**src/rtl/product_bcd_converter_if.sv**
```systemverilog
// Handshake/result bundle between the Booth multiplier side and the BCD converter.
interface product_bcd_converter_if #(
  parameter int WIDTH  = 16,
  parameter int DIGITS = 5
);
  logic                  in_valid;
  logic [WIDTH-1:0]      in_product;
  logic                  in_ready;
  logic                  busy;
  logic                  done_sig;
  logic                  sign;
  logic [4*DIGITS-1:0]   bcd;
  logic                  overrun;

  // Producer side: presents the product, observes status and result.
  modport master (
    output in_valid, in_product,
    input  in_ready, busy, done_sig, sign, bcd, overrun
  );

  // Converter side.
  modport slave (
    input  in_valid, in_product,
    output in_ready, busy, done_sig, sign, bcd, overrun
  );
endinterface

```
**src/rtl/product_bcd_converter.sv**
```systemverilog
// Signed product to sign-magnitude packed BCD converter.
// Captures a two's-complement product on a strobe, runs a one-bit-per-clock
// double-dabble, then publishes sign + BCD digits with a one-cycle done pulse.
// All outputs come straight from flops; bcd/sign only change on completion.
module product_bcd_converter #(
  parameter int WIDTH  = 16,
  parameter int DIGITS = 5
) (
  input  logic                     clk,
  input  logic                     rst_n,
  product_bcd_converter_if.slave   bus
);
  localparam int BW = 4 * DIGITS;
  localparam int CW = $clog2(WIDTH + 1);

  typedef enum logic [1:0] {IDLE, CONV, DONE} state_t;

  state_t          state, state_next;
  logic            sign_r;
  logic [WIDTH-1:0] mag;
  logic [BW-1:0]   bcd_work;
  logic [BW-1:0]   bcd_adj;
  logic [CW-1:0]   cnt;

  logic            in_ready_r;
  logic            busy_r;
  logic            done_r;
  logic            sign_out;
  logic [BW-1:0]   bcd_out;
  logic            overrun_r;

  // Per-digit add-3 correction: any digit >= 5 would exceed 9 after the shift.
  generate
    for (genvar gi = 0; gi < DIGITS; gi++) begin : g_add3
      assign bcd_adj[4*gi +: 4] = (bcd_work[4*gi +: 4] >= 4'd5)
                                ? bcd_work[4*gi +: 4] + 4'd3
                                : bcd_work[4*gi +: 4];
    end
  endgenerate

  // Next-state logic; strobes outside IDLE never change the sequence.
  always_comb begin
    state_next = state;
    case (state)
      IDLE:    if (bus.in_valid) state_next = CONV;
      CONV:    if (cnt == CW'(WIDTH - 1)) state_next = DONE;
      DONE:    state_next = IDLE;
      default: state_next = IDLE;
    endcase
  end

  // State register.
  always_ff @(posedge clk or negedge rst_n) begin
    if (!rst_n) state <= IDLE;
    else        state <= state_next;
  end

  // Capture and shift engine: magnitude shifts out MSB-first into the BCD work register.
  always_ff @(posedge clk or negedge rst_n) begin
    if (!rst_n) begin
      sign_r   <= 1'b0;
      mag      <= '0;
      bcd_work <= '0;
      cnt      <= '0;
    end else begin
      case (state)
        IDLE: if (bus.in_valid) begin
          sign_r   <= bus.in_product[WIDTH-1];
          // 0x8000 negates to itself, which is exactly the unsigned magnitude 32768.
          mag      <= bus.in_product[WIDTH-1] ? (~bus.in_product + WIDTH'(1))
                                              : bus.in_product;
          bcd_work <= '0;
          cnt      <= '0;
        end
        CONV: begin
          bcd_work <= (bcd_adj << 1) | BW'(mag[WIDTH-1]);
          mag      <= mag << 1;
          cnt      <= cnt + CW'(1);
        end
        default: ;
      endcase
    end
  end

  // Registered status and result outputs.
  always_ff @(posedge clk or negedge rst_n) begin
    if (!rst_n) begin
      in_ready_r <= 1'b1;
      busy_r     <= 1'b0;
      done_r     <= 1'b0;
      sign_out   <= 1'b0;
      bcd_out    <= '0;
      overrun_r  <= 1'b0;
    end else begin
      in_ready_r <= (state_next == IDLE);
      busy_r     <= (state_next != IDLE);
      done_r     <= (state == DONE);
      if (state == DONE) begin
        bcd_out  <= bcd_work;
        // A zero magnitude is always reported as positive.
        sign_out <= sign_r & (|bcd_work);
      end
      if (bus.in_valid && state != IDLE) overrun_r <= 1'b1;
    end
  end

  assign bus.in_ready = in_ready_r;
  assign bus.busy     = busy_r;
  assign bus.done_sig = done_r;
  assign bus.sign     = sign_out;
  assign bus.bcd      = bcd_out;
  assign bus.overrun  = overrun_r;

endmodule

```
**src/flat_wrapper.sv**
```systemverilog
// flat-port wrapper written by rule: the top's interface ports become plain ports
module product_bcd_converter_flat 
#(
  parameter int WIDTH  = 16,
  parameter int DIGITS = 5
)
  (clk, rst_n, bus_in_valid, bus_in_product, bus_in_ready, bus_busy, bus_done_sig, bus_sign, bus_bcd, bus_overrun);
  product_bcd_converter_if #(.WIDTH(WIDTH), .DIGITS(DIGITS)) bus_i ();
  input  logic clk;
  input  logic rst_n;
  input wire logic [$bits(bus_i.in_valid)-1:0] bus_in_valid;
  input wire logic [$bits(bus_i.in_product)-1:0] bus_in_product;
  output wire logic [$bits(bus_i.in_ready)-1:0] bus_in_ready;
  output wire logic [$bits(bus_i.busy)-1:0] bus_busy;
  output wire logic [$bits(bus_i.done_sig)-1:0] bus_done_sig;
  output wire logic [$bits(bus_i.sign)-1:0] bus_sign;
  output wire logic [$bits(bus_i.bcd)-1:0] bus_bcd;
  output wire logic [$bits(bus_i.overrun)-1:0] bus_overrun;
  assign bus_i.in_valid = bus_in_valid;
  assign bus_i.in_product = bus_in_product;
  assign bus_in_ready = bus_i.in_ready;
  assign bus_busy = bus_i.busy;
  assign bus_done_sig = bus_i.done_sig;
  assign bus_sign = bus_i.sign;
  assign bus_bcd = bus_i.bcd;
  assign bus_overrun = bus_i.overrun;
  product_bcd_converter #(.WIDTH(WIDTH), .DIGITS(DIGITS)) u_core (.clk(clk), .rst_n(rst_n), .bus(bus_i));
endmodule
```
**config.mk**
```make
export PLATFORM = sky130hd
export DESIGN_NAME = product_bcd_converter_flat
export DESIGN_NICKNAME = d
export VERILOG_FILES = /design/src/rtl/product_bcd_converter_if.sv /design/src/rtl/product_bcd_converter.sv /design/src/flat_wrapper.sv
export SDC_FILE = /design/constraint.sdc
export NUM_CORES = 1
export LEC_CHECK = 0
export ABC_AREA = 0
export CAP_MARGIN = 20
export CORE_ASPECT_RATIO = 1.2
export CORE_MARGIN = 4
export CORE_UTILIZATION = 50
export CTS_CLUSTER_SIZE = 30
export DETAILED_ROUTE_END_ITERATION = 7
export PLACE_DENSITY = 0.83
export SYNTH_ARGS = -nofsm -noshare
export SYNTH_HDL_FRONTEND = slang
export SYNTH_SLANG_ARGS = --single-unit
```
**constraint.sdc**
```tcl
create_clock -name clk -period 2 [get_ports clk]
set_input_delay 0.4 -clock clk [delete_from_list [all_inputs] [get_ports clk]]
set_output_delay 0.4 -clock clk [all_outputs]
set_load 0.01 [all_outputs]
```
==> flow_summary.json <==
{
  "clkTransAtPathRegs_ns": 0.07,
  "routabilityCongestion": 0.844,
  "cts_buffers": 9,
  "grt.overflow.total": 0,
  "synthCells": 331,
  "fin_nets": 432,
  "hold_path.class": "in2async",
  "htree_levels": 3,
  "ant_nets": 0,
  "hold_violations": 0,
  "place_area_mm2": 0.00413,
  "start_util_pct": 52.5,
  "cts_tree": "built",
  "nFillCells": 514,
  "drt_pass1_iterations": 5,
  "grt_antenna_before_repair": 0,
  "max_cap_violations": 0,
  "synth_ff_type": "dfrtp_1",
  "post_drt_wl_per_cell_um": 14.8,
  "muxShareOfSynthArea_pct": 3.58,
  "top_layer_used": "met4",
  "drc": 0,
  "slew_viol_final": 0,
  "wl_met1_um": 2980,
  "leakagePower_nw": 1.89,
  "dp_slack_ns": -0.169,
  "rsz0062_at_grt": "false",
  "area_growth_syn_to_layout_pct": 25.6,
  "p_per_area_mw_per_mm2": 1370,
  "crit_path_max_fanout": 2,
  "crit_path_start_kind": "primary input",
  "finish.instance_area_mm2": 0.00430,
  "grt_pass1_vias": 2764,
  "worst_pin_slew_ns": 0.523,
  "status": "completed",
  "ys_seq_area_share_pct": 50.5,
  "hpwlAfterDp_um": 5300,
  "synth-seq-cells": 69,
  "relSlewSlack_pct": 65.1,
  "route.vias.total": 2719,
  "timing.final.crit_share_pct": 90.7,
  "synth_common_cells": "dfrtp_1, o21ai_0, nand2_1",
  "drive_above_1_share_pct": 14.5,
  "synth_area_mm2": 0.00342,
  "synth-simple-area-share_pct": 12.0,
  "die-area_mm2": 0.00824,
  "whs_ns": 0.0313,
  "grt.total_usage_pct": 18.6,
  "rows": 32,
  "grt_max_degree": 31,
  "drt-initial-drc-count": 157,
  "synth_most_common_cell": "dfrtp_1",
  "cts_root_buffer": "clkbuf_8",
  "clk_latency_ns": 0.34,
  "cts_num_sinks": 69,
  "drt-total-wl_um": 7210,
  "post_cts_buffers": 0,
  "met3_wirelength_um": 430,
  "yosysUniqueCellTypes": 42,
  "synth_area_leaders": "dfrtp_1, ha_1, o21ai_0",
  "routed-wl-met2_um": 3670,
  "die_y_um": 98.7,
  "peakVddDrop_mv": 0.707,
  "synth_xor_area_share_pct": 4.86,
  "finalWorstPathRequiredPeriod_ns": 1.81,
  "cts_buffer_depth": 2,
  "crit_required_ns": 2.22,
  "yosysWarnings": 0,
  "grt_pass1_wl_um": 12300,
  "die_x_um": 83.6,
  "worstSetupPathType": "in2reg",
  "fmax_ghz": 0.551,
  "syn_avg_cell_area_um2": 10.3,
  "synth_top_family_by_area": "compound AO/OA/AOI/OAI gates",
  "core_mm2": 0.00653,
  "synthAdderAreaFrac_pct": 6.21,
  "synth_top_area_share_pct": 49.7,
  "finClkSkew_ns": 0.00802,
  "cts-resized-gates": 0,
  "synth_edf_count": 0,
  "setup_viol": 0,
  "yosys.area.top_type": "dfrtp_1",
  "cp-end-kind": "register",
  "power_mw": 5.88,
  "synth-compound-area-share_pct": 19.3,
  "cts_hold_buf": 0,
  "syn_nets": 367,
  "cp.arrival_ns": 2.03,
  "setup_ws_ns": 0.186,
  "ioPinCount": 44,
  "viasPerCell": 5.59,
  "antenna_cells": 0,
  "io_buffer_count": 43,
  "async_reset_ff_share_pct": 100
}
## cell families after synthesis
kind of cell	Yosys count
compound gates	104
xor+xnor	19
fa+ha+maj	17
buf+inv	31
flops	69
mux	11
simple gates	80
## where the power goes
| group | switching [mW] | leakage [nW] | total (mW) | internal (mW) |
|---|---|---|---|---|
| clock network | 0.494 | 0.0840 | 1.02 | 0.521 |
| registers | 0.445 | 0.861 | 2.42 | 1.98 |
| logic | 1.23 | 0.941 | 2.45 | 1.22 |
## state kept, by name (all words and copies together), names as in the netlist
signal / flops
u_core.state: 2
u_core.bus.sign: 1
u_core.bus.done_sig: 1
u_core.cnt: 5
u_core.mag: 16
u_core.bcd_work: 20
u_core.bus.busy: 1
u_core.bus.in_ready: 1
u_core.sign_r: 1
u_core.bus.bcd: 20
u_core.bus.overrun: 1
## critical path, stage by stage
cell and delay, ns:
clkdlybuf4s50_1 0.44, or4_4 0.55, or2_4 0.25, o21ai_2 0.13, xor2_1 0.18, o21ai_1 0.08
## routing by layer
metal  up-vias  track usage, %
li1       1312               -
met1      1306            22.0
met2        87            31.9
met3        14            3.85
met4         0            9.65
met5         -               0
## per-stage QoR
stage | instances | setup TNS (ns) | utilization (%)
2_1_floorplan | 331 | 0 | -
3_3_place_gp | 470 | -0.167 | 63.2
3_5_place_dp | 470 | -0.722 | 63.2
4_1_cts | 486 | 0 | 65.9
5_1_grt | 486 | 0 | 65.9
6_report | 486 | 0 | 65.9
## cells in the final DEF, fill, tap and decap left out, types with 2 or more instances in the layout
master	n
dfrtp_1	68
clkdlybuf4s50_1	42
o21ai_0	41
nand2_1	33
buf_4	23
ha_1	17
a21oi_1	16
inv_1	15
nor2_1	15
xor2_1	13
clkbuf_8	11
o22ai_1	10
mux2_2	10
a22oi_1	10
nand2b_1	9
o31ai_1	9
xnor2_1	6
a32o_1	5
nor2b_1	4
nand3_1	4
clkbuf_1	4
nor4b_1	3
buf_12	3
o21ai_2	2
and3_1	2
o211ai_1	2
nor3_1	2
o41ai_2	2
o32ai_1	2
## worst paths after layout
kind,from,endpoint,slack (ns),depth (start not counted)
min in group clk,u_core.bus.overrun,u_core.bus.overrun,0.47,1
setup / recovery,bus_in_product[12],u_core.mag[14],0.19,6
hold reg to reg,u_core.bus.overrun,u_core.bus.overrun,0.47,1
max in group asynchronous,rst_n,u_core.bcd_work[18],1.46,2
hold / removal,rst_n,u_core.bus.bcd[17],0.03,1
setup reg to reg,u_core.bcd_work[0],u_core.bcd_work[2],0.34,7
## area by class of cell
type / count / area [µm²] / area share, %
repair buffers: 69 / 658 / 15.3
inverters: 16 / 60.1 / 1.40
multi-input cells: 231 / 1570 / 36.6
clock buffers: 15 / 166 / 3.87
flip-flops and latches: 69 / 1730 / 40.2
clock inverters: 1 / 7.51 / 0.175
well taps: 85 / 106 / 2.47
(Power assumes the default switching activity.)
